[config.mk]
export PLATFORM = sky130hd
export DESIGN_NAME = div_unit
export DESIGN_NICKNAME = d
export VERILOG_FILES = /design/src/rtl/div_unit_pkg.sv /design/src/rtl/div_unit.sv
export SDC_FILE = /design/constraint.sdc
export NUM_CORES = 1
export LEC_CHECK = 0
export CAP_MARGIN = 10
export CORE_MARGIN = 2
export CORE_UTILIZATION = 60
export CTS_CLUSTER_DIAMETER = 150
export DETAILED_ROUTE_END_ITERATION = 16
export PLACE_DENSITY_LB_ADDON = 0.25
export SLEW_MARGIN = 20
export SYNTH_ARGS = -nofsm -noshare
export SYNTH_HDL_FRONTEND = slang
export SYNTH_SLANG_ARGS = --single-unit
export TNS_END_PERCENT = 20
[constraint.sdc]
create_clock -name clk -period 7.8 [get_ports clk]
set_input_delay 1.17 -clock clk [delete_from_list [all_inputs] [get_ports clk]]
set_output_delay 1.17 -clock clk [all_outputs]
set_load 0.005 [all_outputs]
[src/rtl/div_unit_pkg.sv]
// Shared encodings for the multi-cycle divider: FSM state codes, handshake
// levels and the EX-stage opcodes that steer operations into it.
package div_unit_pkg;

  typedef enum logic [1:0] {
    DIV_FREE   = 2'b00,
    DIV_BYZERO = 2'b01,
    DIV_ON     = 2'b10,
    DIV_END    = 2'b11
  } div_state_e;

  localparam logic DIV_RESULT_READY     = 1'b1;
  localparam logic DIV_RESULT_NOT_READY = 1'b0;
  localparam logic DIV_START            = 1'b1;
  localparam logic DIV_STOP             = 1'b0;

  localparam logic [7:0] EXE_DIV_OP  = 8'b0001_1010;
  localparam logic [7:0] EXE_DIVU_OP = 8'b0001_1011;

endpackage

[src/rtl/div_unit.sv]
// Radix-2 restoring divider for DIV/DIVU, one quotient bit per clock.
// Produces {remainder, quotient}; remainder carries the dividend's sign.
module div_unit
  import div_unit_pkg::*;
#(
  parameter int DATA_W = 32
) (
  input  logic                  clk,
  input  logic                  rst,
  input  logic                  signed_div_i,
  input  logic [DATA_W-1:0]     opdata1_i,
  input  logic [DATA_W-1:0]     opdata2_i,
  input  logic                  start_i,
  input  logic                  annul_i,
  output logic [2*DATA_W-1:0]   result_o,
  output logic                  ready_o
);

  localparam int CNT_W = $clog2(DATA_W) + 1;
  localparam logic [CNT_W-1:0] LAST_STEP = CNT_W'(DATA_W);

  div_state_e            state_q, state_d;
  logic [CNT_W-1:0]      cnt_q, cnt_d;
  logic [2*DATA_W:0]     work_q, work_d;
  logic [DATA_W-1:0]     divisor_q, divisor_d;
  logic                  neg_quot_q, neg_quot_d;
  logic                  neg_rem_q, neg_rem_d;
  logic [2*DATA_W-1:0]   result_q, result_d;
  logic                  ready_q, ready_d;

  logic [DATA_W:0]       diff;
  logic [DATA_W-1:0]     quot_fix;
  logic [DATA_W-1:0]     rem_fix;

  function automatic logic [DATA_W-1:0] magnitude(input logic [DATA_W-1:0] v,
                                                  input logic is_signed);
    return (is_signed && v[DATA_W-1]) ? -v : v;
  endfunction

  always_comb begin
    state_d    = state_q;
    cnt_d      = cnt_q;
    work_d     = work_q;
    divisor_d  = divisor_q;
    neg_quot_d = neg_quot_q;
    neg_rem_d  = neg_rem_q;
    result_d   = result_q;
    ready_d    = ready_q;

    // Trial subtraction of the divisor from the upper half of the work register
    diff     = {1'b0, work_q[2*DATA_W-1:DATA_W]} - {1'b0, divisor_q};
    quot_fix = neg_quot_q ? -work_q[DATA_W-1:0] : work_q[DATA_W-1:0];
    rem_fix  = neg_rem_q ? -work_q[2*DATA_W:DATA_W+1] : work_q[2*DATA_W:DATA_W+1];

    unique case (state_q)
      DIV_FREE: begin
        if (start_i == DIV_START && !annul_i) begin
          divisor_d  = magnitude(opdata2_i, signed_div_i);
          neg_quot_d = signed_div_i & (opdata1_i[DATA_W-1] ^ opdata2_i[DATA_W-1]);
          neg_rem_d  = signed_div_i & opdata1_i[DATA_W-1];
          work_d     = {{DATA_W{1'b0}}, magnitude(opdata1_i, signed_div_i), 1'b0};
          cnt_d      = '0;
          state_d    = (opdata2_i == '0) ? DIV_BYZERO : DIV_ON;
        end
      end
      DIV_BYZERO: begin
        if (annul_i || start_i == DIV_STOP) begin
          state_d = DIV_FREE;
        end else begin
          result_d = '0;
          ready_d  = DIV_RESULT_READY;
          state_d  = DIV_END;
        end
      end
      DIV_ON: begin
        if (annul_i || start_i == DIV_STOP) begin
          state_d = DIV_FREE;
        end else if (cnt_q != LAST_STEP) begin
          if (diff[DATA_W]) begin
            work_d = {work_q[2*DATA_W-1:0], 1'b0};
          end else begin
            work_d = {diff[DATA_W-1:0], work_q[DATA_W-1:0], 1'b1};
          end
          cnt_d = cnt_q + CNT_W'(1);
        end else begin
          result_d = {rem_fix, quot_fix};
          ready_d  = DIV_RESULT_READY;
          state_d  = DIV_END;
        end
      end
      DIV_END: begin
        // EX keeps start high until it has consumed the result
        if (start_i == DIV_STOP) begin
          result_d = '0;
          ready_d  = DIV_RESULT_NOT_READY;
          state_d  = DIV_FREE;
        end
      end
      default: state_d = DIV_FREE;
    endcase
  end

  always_ff @(posedge clk or negedge rst) begin
    if (!rst) begin
      state_q    <= DIV_FREE;
      cnt_q      <= '0;
      work_q     <= '0;
      divisor_q  <= '0;
      neg_quot_q <= 1'b0;
      neg_rem_q  <= 1'b0;
      result_q   <= '0;
      ready_q    <= DIV_RESULT_NOT_READY;
    end else begin
      state_q    <= state_d;
      cnt_q      <= cnt_d;
      work_q     <= work_d;
      divisor_q  <= divisor_d;
      neg_quot_q <= neg_quot_d;
      neg_rem_q  <= neg_rem_d;
      result_q   <= result_d;
      ready_q    <= ready_d;
    end
  end

  assign result_o = result_q;
  assign ready_o  = ready_q;

endmodule

==> flow_summary.json, run 1 <==
{
  "die_x_um": 142,
  "syn_to_final_growth_pct": 18.0,
  "cts-resized-gates": 0,
  "yosysTopAreaCell": "dfrtp_1",
  "syn-num-nets": 1493,
  "netlist_area_um2": 11400,
  "clock-root-buffer": "clkbuf_16",
  "path_clk_slew_ns": 0.07,
  "cts_buffer_depth": 2,
  "final_antenna_net_count": 0,
  "drcViolationCount": 0,
  "critPathKind": "primary input to flip-flop",
  "min_period_over_period": 0.551,
  "cts.sinks": 172,
  "fin_skew_ns": 0.00771,
  "hold_start": "divisor_q[31]",
  "synth-edff-count": 0,
  "outcome": "complete, no violations",
  "clk_latency_ns": 0.44,
  "grt_pass1_wl_um": 47900,
  "wirelength_um": 28700,
  "clkPwrFrac": 0.168,
  "dieHeight_um": 142,
  "slew_violations": 0,
  "antenna_found_initial": 0,
  "syn_inst": 1380,
  "design_area_um2": 13400,
  "reg2reg_from": "work_q[32]",
  "timing_hold_violations_final": 0,
  "min_path_cells": 2,
  "r2r_end": "work_q[34]",
  "dieArea_um2": 20100,
  "synth.top_cells.by_area": "dfrtp_1 (38%), o21ai_0 (9.0%), nand2_1 (7.3%)",
  "worstPathMaxFanout": 72,
  "grt_start_max_net_pins": 91,
  "period_minus_slack_ns": 4.30,
  "grt.total_usage": 0.295,
  "p_seq_frac": 0.312,
  "final_nets": 1582,
  "startpoint_type": "primary input",
  "combPwrFrac": 0.520,
  "synth_top_area_share": 0.378,
  "cts_hold_repair.buffers": 0,
  "slew_headroom": 0.289,
  "drtIter0Drc": 740,
  "synth_common_cells": "nand2_1 (221), o21ai_0 (205), dfrtp_1 (172), a21oi_1 (93), xor2_1 (90)",
  "r2r_setup_slack_ns": 4.24,
  "rsz0062_at_grt": "no",
  "min_path_type": "flip-flop to flip-flop",
  "cellPowerDensity_nw_per_um2": 379,
  "yosys_register_bits": 172,
  "viasPerCell": 5.99,
  "yosys_warnings": 0,
  "ys_seq_area_frac": 0.378,
  "r2r_cells": 13,
  "core_um2": 18600,
  "nFillCells": 1501,
  "drive_above_1_share": 0.0418,
  "port_buffers": 133,
  "ioPinCount": 134,
  "antenna_cells": 0,
  "placedInstanceArea_um2": 12800,
  "drt_first_pass_iters": 7,
  "ys.flop_type": "dfrtp_1",
  "synth_cell_type_count": 68,
  "crit_arrival_ns": 4.59,
  "crit_path_end_kind": "flip-flop",
  "async_flop_share": 1.00,
  "grt_overflow_total": 0,
  "yosysMostFrequentCell": "nand2_1",
  "htreeDepth": 4,
  "setup_viol": 0,
  "cts_buffers": 17,
  "cts_tree": "built",
  "tns_ns": 0,
  "crit_required_ns": 8.09,
  "p_int_mw": 2.76,
  "ir_drop_uv": 285,
  "p_sw_mw": 2.34,
  "wl_per_cell_um": 16.7,
  "fmax_mhz": 233,
  "core.rowCount": 50,
  "cts_setup_buffers": 0,
  "hold_path_end": "divisor_q[31]",
  "p_leak_nw": 5.79,
  "start_util": 0.611,
  "dp_hpwl_um": 21100,
  "cap_viol_max_count": 0,
  "via_count": 10300,
  "gp_congestion": 0.960,
  "worst_pin_slew_ns": 1.07,
  "syn_avg_cell_area_um2": 8.25,
  "grt_pass1_vias": 9534,
  "swShare": 0.459
}
metal layers:
layer	vias up	global-route usage	wire (um)
met5	-	0	0
met4	0	0.0716	411
met2	373	0.429	12200
met3	35	0.0587	2080
li1	5048	-	-
met1	4815	0.452	14000
cell usage in the layout (no fill, tap or decap), drive strengths merged, types with 11 or more instances in the layout:
cell type,count
nor2,70
or4,12
dfrtp,172
clkbuf,17
o41ai,13
clkdlybuf4s50,132
xor2,90
nor3,17
nand2,221
or3,32
nand2b,13
o21ai,206
o31ai,28
a21oi,93
nor4,11
inv,62
a21o,15
ha,43
nand3,43
xnor2,54
mux2i,22
critical path, cell delays in order:
cell	delay, ns
clkdlybuf4s50_1	0.50
nor2b_1	0.39
nand2_2	0.67
nor2_1	0.98
nor2_4	0.31
a2111oi_0	0.50
a21oi_1	0.07
sequential cells by signal, summed over array words and instances (netlist names):
signal and flops:
work_q 65, result_o 64, divisor_q 32, cnt_q 6
state_q 2, neg_quot_q 1, neg_rem_q 1, ready_o 1
per-stage QoR:
stage          utilization  worst slack (ns)  total power, mW  instances  hold slack, ns
5_1_grt              0.721              3.04             5.52       1716           0.508
4_1_cts              0.719              3.34             5.05       1715           0.485
3_5_place_dp         0.687              2.92             4.18       1683           0.470
6_report             0.721              3.50             5.10       1716           0.480
2_1_floorplan            -              4.35             3.40       1380           0.450
3_3_place_gp         0.687              3.06             4.10       1683           0.461
kinds of logic (layout without fill, tap and decap cells):
logic type,count (synthesis),count (layout),synth area share
flops,172,172,0.378
xor+xnor,144,144,0.111
compound gates,411,411,0.212
fa+ha+maj,44,44,0.0490
simple gates,460,460,0.188
buf+inv,126,228,0.0421
mux,23,23,0.0203
how the worst max path moves through the flow:
stage	start	endpoint	slack [ns]	cells after the start
after floorplan	opdata1_i[5]	work_q[30]	4.35	7
after detailed placement	start_i	work_q[32]	2.92	7
after global routing	start_i	work_q[32]	3.04	7
after global placement	start_i	work_q[32]	3.06	7
after CTS	start_i	work_q[32]	3.34	7
final	start_i	work_q[32]	3.50	7
power groups by stage:
stage	Clock [mW]	Sequential (mW)	Combinational, mW
6_report	0.858	1.59	2.65
5_1_grt	0.901	1.64	2.98
4_1_cts	0.864	1.58	2.62
3_5_place_dp	0	1.59	2.59
3_3_place_gp	0	1.56	2.53
2_1_floorplan	0	1.44	1.96
area by class of cell:
type / instances / area [um2] / area share
inverter: 55 / 206 / 0.0154
clock inverter: 15 / 173 / 0.0129
clock buffer: 17 / 425 / 0.0317
tap: 234 / 293 / 0.0218
multi-input combinational: 1082 / 6620 / 0.493
timing repair buffer: 141 / 1420 / 0.105
sequential: 172 / 4300 / 0.320
(Power assumes the default switching activity.)
==> inputs of run 2 (changes only) <==
--- a/config.mk
+++ b/config.mk
@@ -7,7 +7,7 @@
 export LEC_CHECK = 0
 export CAP_MARGIN = 10
 export CORE_MARGIN = 2
-export CORE_UTILIZATION = 60
+export CORE_UTILIZATION = 52
 export CTS_CLUSTER_DIAMETER = 150
 export DETAILED_ROUTE_END_ITERATION = 16
 export PLACE_DENSITY_LB_ADDON = 0.25
==> constraint.sdc (replaced) <==
create_clock -name clk -period 3.8 [get_ports clk]
set_input_delay 0.57 -clock clk [delete_from_list [all_inputs] [get_ports clk]]
set_output_delay 0.57 -clock clk [all_outputs]
set_load 0.005 [all_outputs]
==> flow_summary.json, run 2 (same netlist as run 1, synthesis figures left out) <==
{
  "pre_cts_slack_ns": 0.292,
  "syn_to_final_growth_pct": 19.1,
  "timing_hold_violations_final": 0,
  "slew_violations": 0,
  "cts_buffers": 17,
  "grt_start_max_net_pins": 80,
  "viasPerCell": 5.70,
  "max_stage_delay_ns": 0.46,
  "htreeDepth": 4,
  "nFillCells": 1868,
  "dieArea_um2": 23100,
  "crit_path_end_kind": "flip-flop",
  "grt_pass1_vias": 9382,
  "drcViolationCount": 0,
  "fin_ws_ns": 0.589,
  "ir_drop_uv": 412,
  "rsz0062_at_grt": "no",
  "dieHeight_um": 152,
  "min_path_type": "primary input to asynchronous set/reset pin",
  "tns_ns": 0,
  "setup_viol": 0,
  "path_cells": "ha_1, nand2_1, a2111oi_0, o21ai_0, a31o_2, a21oi_1, o21ai_0, nand2_1, buf_12, nand2_1, o221ai_1",
  "crit_arrival_ns": 3.56,
  "largest_register_ffs": 65,
  "cts_hold_repair.buffers": 0,
  "core.rowCount": 54,
  "core_um2": 21700,
  "grt_pass1_wl_um": 48200,
  "cp_common_cell": "nand2_1",
  "critPathKind": "flip-flop to flip-flop",
  "cts-resized-gates": 0,
  "worstPathMaxFanout": 26,
  "antenna_cells": 0,
  "ioPinCount": 134,
  "clock-root-buffer": "clkbuf_16",
  "cellPowerDensity_nw_per_um2": 770,
  "cts_setup_buffers": 0,
  "final_core_util": 0.625,
  "crit_path_top_delay_cell": "dfrtp_1",
  "antenna_found_initial": 0,
  "p_leak_nw": 5.83,
  "drt_first_pass_iters": 5,
  "fin_skew_ns": 0.0125,
  "cts.sinks": 172,
  "startpoint_type": "flip-flop",
  "grt.total_usage": 0.252,
  "fmax_mhz": 311,
  "gp_congestion": 0.935,
  "slew_headroom": 0.348,
  "final_antenna_net_count": 0,
  "outcome": "complete, no violations",
  "cts_tree": "built",
  "die_x_um": 152,
  "final_common_cell": "nand2_1",
  "dp_hpwl_um": 21700,
  "worst_pin_slew_ns": 0.977,
  "cap_viol_max_count": 0,
  "min_period_over_period": 0.845,
  "regMostFlops": "work_q",
  "drtIter0Drc": 779,
  "crit_required_ns": 4.15,
  "layout_common_cells": "nand2_1 (220), o21ai_0 (205), dfrtp_1 (172)",
  "cts_buffer_depth": 2,
  "drive_above_1_share": 0.0483,
  "start_util": 0.525,
  "via_count": 10100,
  "path_clk_slew_ns": 0.07,
  "grt_overflow_total": 0,
  "wirelength_um": 28900,
  "clk_latency_ns": 0.45,
  "final_nets": 1592,
  "wl_per_cell_um": 16.3,
  "period_minus_slack_ns": 3.21,
  "port_buffers": 133
}
[run 2: cell count changes in the layout (fill, tap and decap cells not counted), sizes merged]
cell,delta
buf,+10
clkbuf,+1
clkinvlp,-1
[run 2: critical path: cells and delay by family (launching register included)]
family	cells	cell delay (ns)
AND/OR/NAND/NOR	3	0.54
adder cells (fa/ha/maj)	1	0.45
buffers and inverters	1	0.21
flip-flops	1	0.46
AO/OA/AOI/OAI	6	1.45
[run 2: area by class of cell]
cell class	instances	area, um2	area share
clock buffers	18	439	0.0324
well taps	280	350	0.0258
clock inverters	14	149	0.0110
multi-input cells	1082	6620	0.488
inverters	55	206	0.0152
flip-flops and latches	172	4300	0.317
repair buffers	151	1490	0.110
[run 2: per-layer routing]
| layer | share of wire | global-route usage |
|---|---|---|
| met1 | 0.49 | 0.383 |
| met4 | 0.010 | 0.0512 |
| met3 | 0.064 | 0.0434 |
| met2 | 0.43 | 0.379 |
| met5 | 0 | 0 |
[run 2: per-stage QoR]
step	cell area, um2	hold slack (ns)	power, mW	instances
final	13600	0.163	10.4	1772
after global routing	13600	0.219	11.4	1772
after CTS	13600	0.186	10.4	1772
after detailed placement	13000	0.469	8.66	1740
after global placement	13000	0.461	8.54	1740
after floorplan	11400	0.274	6.98	1380
[run 2: path summary, 6_finish.rpt]
path	cells past startpoint	slack, ns	from	end
setup / recovery	11	0.59	work_q[46]	work_q[61]
setup reg to reg	11	0.59	work_q[46]	work_q[61]
min in group clk	2	0.48	result_o[35]	result_o[35]
hold reg to reg	2	0.48	result_o[35]	result_o[35]
max in group asynchronous	2	2.79	rst	result_o[22]
hold / removal	1	0.16	rst	result_o[39]
[run 2: power by group]
group / internal (mW) / switching (mW)
clock network: 0.946 / 0.796
registers: 2.44 / 0.767
logic: 2.32 / 3.18
total: 5.71 / 4.74
==> inputs of run 3 (changes only) <==
--- a/config.mk
+++ b/config.mk
@@ -7,7 +7,7 @@
 export LEC_CHECK = 0
 export CAP_MARGIN = 10
 export CORE_MARGIN = 2
-export CORE_UTILIZATION = 52
+export CORE_UTILIZATION = 57
 export CTS_CLUSTER_DIAMETER = 150
 export DETAILED_ROUTE_END_ITERATION = 16
 export PLACE_DENSITY_LB_ADDON = 0.25
==> constraint.sdc (replaced) <==
create_clock -name clk -period 3.2 [get_ports clk]
set_input_delay 0.48 -clock clk [delete_from_list [all_inputs] [get_ports clk]]
set_output_delay 0.48 -clock clk [all_outputs]
set_load 0.005 [all_outputs]
==> flow_summary.json, run 3 (same netlist as run 1, synthesis figures left out) <==
{
  "port_buffers": 133,
  "antenna_found_initial": 0,
  "final_antenna_net_count": 0,
  "worst_pin_slew_ns": 0.940,
  "cts_tree": "built",
  "multi_input_area_um2": 6620,
  "placedInstanceArea_um2": 13300,
  "path_cells": "inv_1, ha_1, nand2b_1, a21oi_1, o311a_1, a41oi_1, o21ai_0, a211o_1, a21oi_1, xor2_1, o21ai_0",
  "p_seq_frac": 0.290,
  "instances_no_fill": 1801,
  "fin_skew_ns": 0.0110,
  "nFillCells": 1594,
  "drcViolationCount": 0,
  "final_core_util": 0.713,
  "start_util": 0.583,
  "syn_to_final_growth_pct": 22.2,
  "p_sw_mw": 5.90,
  "grt_pass1_wl_um": 49600,
  "dieHeight_um": 145,
  "fmax_mhz": 327,
  "die_x_um": 145,
  "clkPwrFrac": 0.166,
  "grt.total_usage": 0.287,
  "drt_first_pass_iters": 6,
  "timing_hold_violations_final": 0,
  "cp.depth": 11,
  "crit_path_top_delay_cell": "dfrtp_1",
  "swShare": 0.459,
  "wl_per_cell_um": 16.6,
  "setup_viol": 0,
  "grt_overflow_total": 0,
  "slew_violations": 0,
  "core.rowCount": 51,
  "layout_common_cells": "nand2_1 (220), o21ai_0 (204), dfrtp_1 (172)",
  "drive_above_1_share": 0.0755,
  "design_area_um2": 13900,
  "r2r_end": "work_q[62]",
  "gp_congestion": 0.958,
  "cap_viol_max_count": 0,
  "place_inst": 1769,
  "antenna_cells": 0,
  "max_stage_delay_ns": 0.48,
  "r2r_setup_slack_ns": 0.14,
  "period_minus_slack_ns": 3.06,
  "p_int_mw": 6.95,
  "viasPerCell": 5.86,
  "crit_required_ns": 3.52,
  "r2r_cells": 11,
  "grt_pass1_vias": 9662,
  "crit_arrival_ns": 3.37,
  "seqCellArea_um2": 4300,
  "path_clk_slew_ns": 0.07,
  "outcome": "complete, no violations",
  "cellPowerDensity_nw_per_um2": 924,
  "slew_headroom": 0.371,
  "regMostFlops": "work_q",
  "final_common_cell": "nand2_1",
  "htreeDepth": 4,
  "ir_drop_uv": 668,
  "ioPinCount": 134,
  "largest_register_ffs": 65,
  "cts_buffer_depth": 2,
  "grt_start_max_net_pins": 85,
  "cts_hold_repair.buffers": 0,
  "cts_setup_buffers": 0,
  "crit_family": "compound AO/OA/AOI/OAI gates",
  "clock-root-buffer": "clkbuf_16",
  "via_count": 10600,
  "combPwrFrac": 0.545,
  "wirelength_um": 29900,
  "reg2reg_from": "divisor_q[1]",
  "drtIter0Drc": 954,
  "startpoint_type": "flip-flop",
  "worstPathMaxFanout": 4,
  "min_path_type": "primary input to asynchronous set/reset pin",
  "path_buf_inv": 1,
  "min_period_over_period": 0.955,
  "rsz0062_at_grt": "no",
  "cts-resized-gates": 0,
  "final_nets": 1636,
  "clk_latency_ns": 0.44,
  "dp_hpwl_um": 22700,
  "crit_path_end_kind": "flip-flop",
  "whs_ns": 0.0792,
  "cts_buffers": 17,
  "cts.sinks": 172,
  "critPathKind": "flip-flop to flip-flop",
  "dieArea_um2": 21100,
  "core_um2": 19500,
  "p_leak_nw": 6.07
}
run 3: cell types whose count changed in the layout (fill, tap and decap cells not counted), sizes merged:
cell | before | now
buf | 19 | 63
inv | 62 | 66
clkinv | 5 | 3
bufinv | 1 | 0
clkbuf | 18 | 17
run 3: per-stage QoR:
stage | setup WS [ns] | total power [mW] | setup TNS [ns]
4_1_cts | 0.195 | 12.8 | 0
2_1_floorplan | 0.401 | 8.29 | 0
5_1_grt | 0.00221 | 13.9 | 0
3_3_place_gp | -0.120 | 10.4 | -0.120
6_report | 0.143 | 12.9 | 0
3_5_place_dp | 0.0273 | 10.6 | 0
run 3: layout make-up:
type	count	share of cell area
Inverter	55	0.0148
Multi-Input combinational cell	1082	0.476
Timing Repair Buffer	195	0.133
Clock inverter	15	0.0131
Tap cell	265	0.0238
Sequential cell	172	0.309
Clock buffer	17	0.0306
run 3: per-layer routing:
metal / GRT usage / vias to the layer above / part of all wire
met5: 0 / - / 0
met4: 0.0623 / 0 / 0.013
met3: 0.0567 / 36 / 0.077
met2: 0.427 / 399 / 0.43
met1: 0.437 / 4961 / 0.48
li1: - / 5159 / -
run 3: worst max path at each step:
stage / end / slack (ns) / start
2_1_floorplan: work_q[52] / 0.40 / work_q[46]
3_3_place_gp: work_q[32] / -0.12 / start_i
3_5_place_dp: work_q[30] / 0.03 / opdata1_i[5]
4_1_cts: work_q[62] / 0.19 / divisor_q[1]
5_1_grt: work_q[61] / 0.002 / work_q[51]
6_report: work_q[62] / 0.14 / divisor_q[1]
run 3: power groups by stage:
stage	logic, mW	clock network, mW	registers [mW]
final	7.00	2.13	3.72
after global routing	7.81	2.23	3.82
after CTS	6.94	2.14	3.69
after detailed placement	6.88	0	3.73
after global placement	6.71	0	3.68
after floorplan	4.79	0	3.50
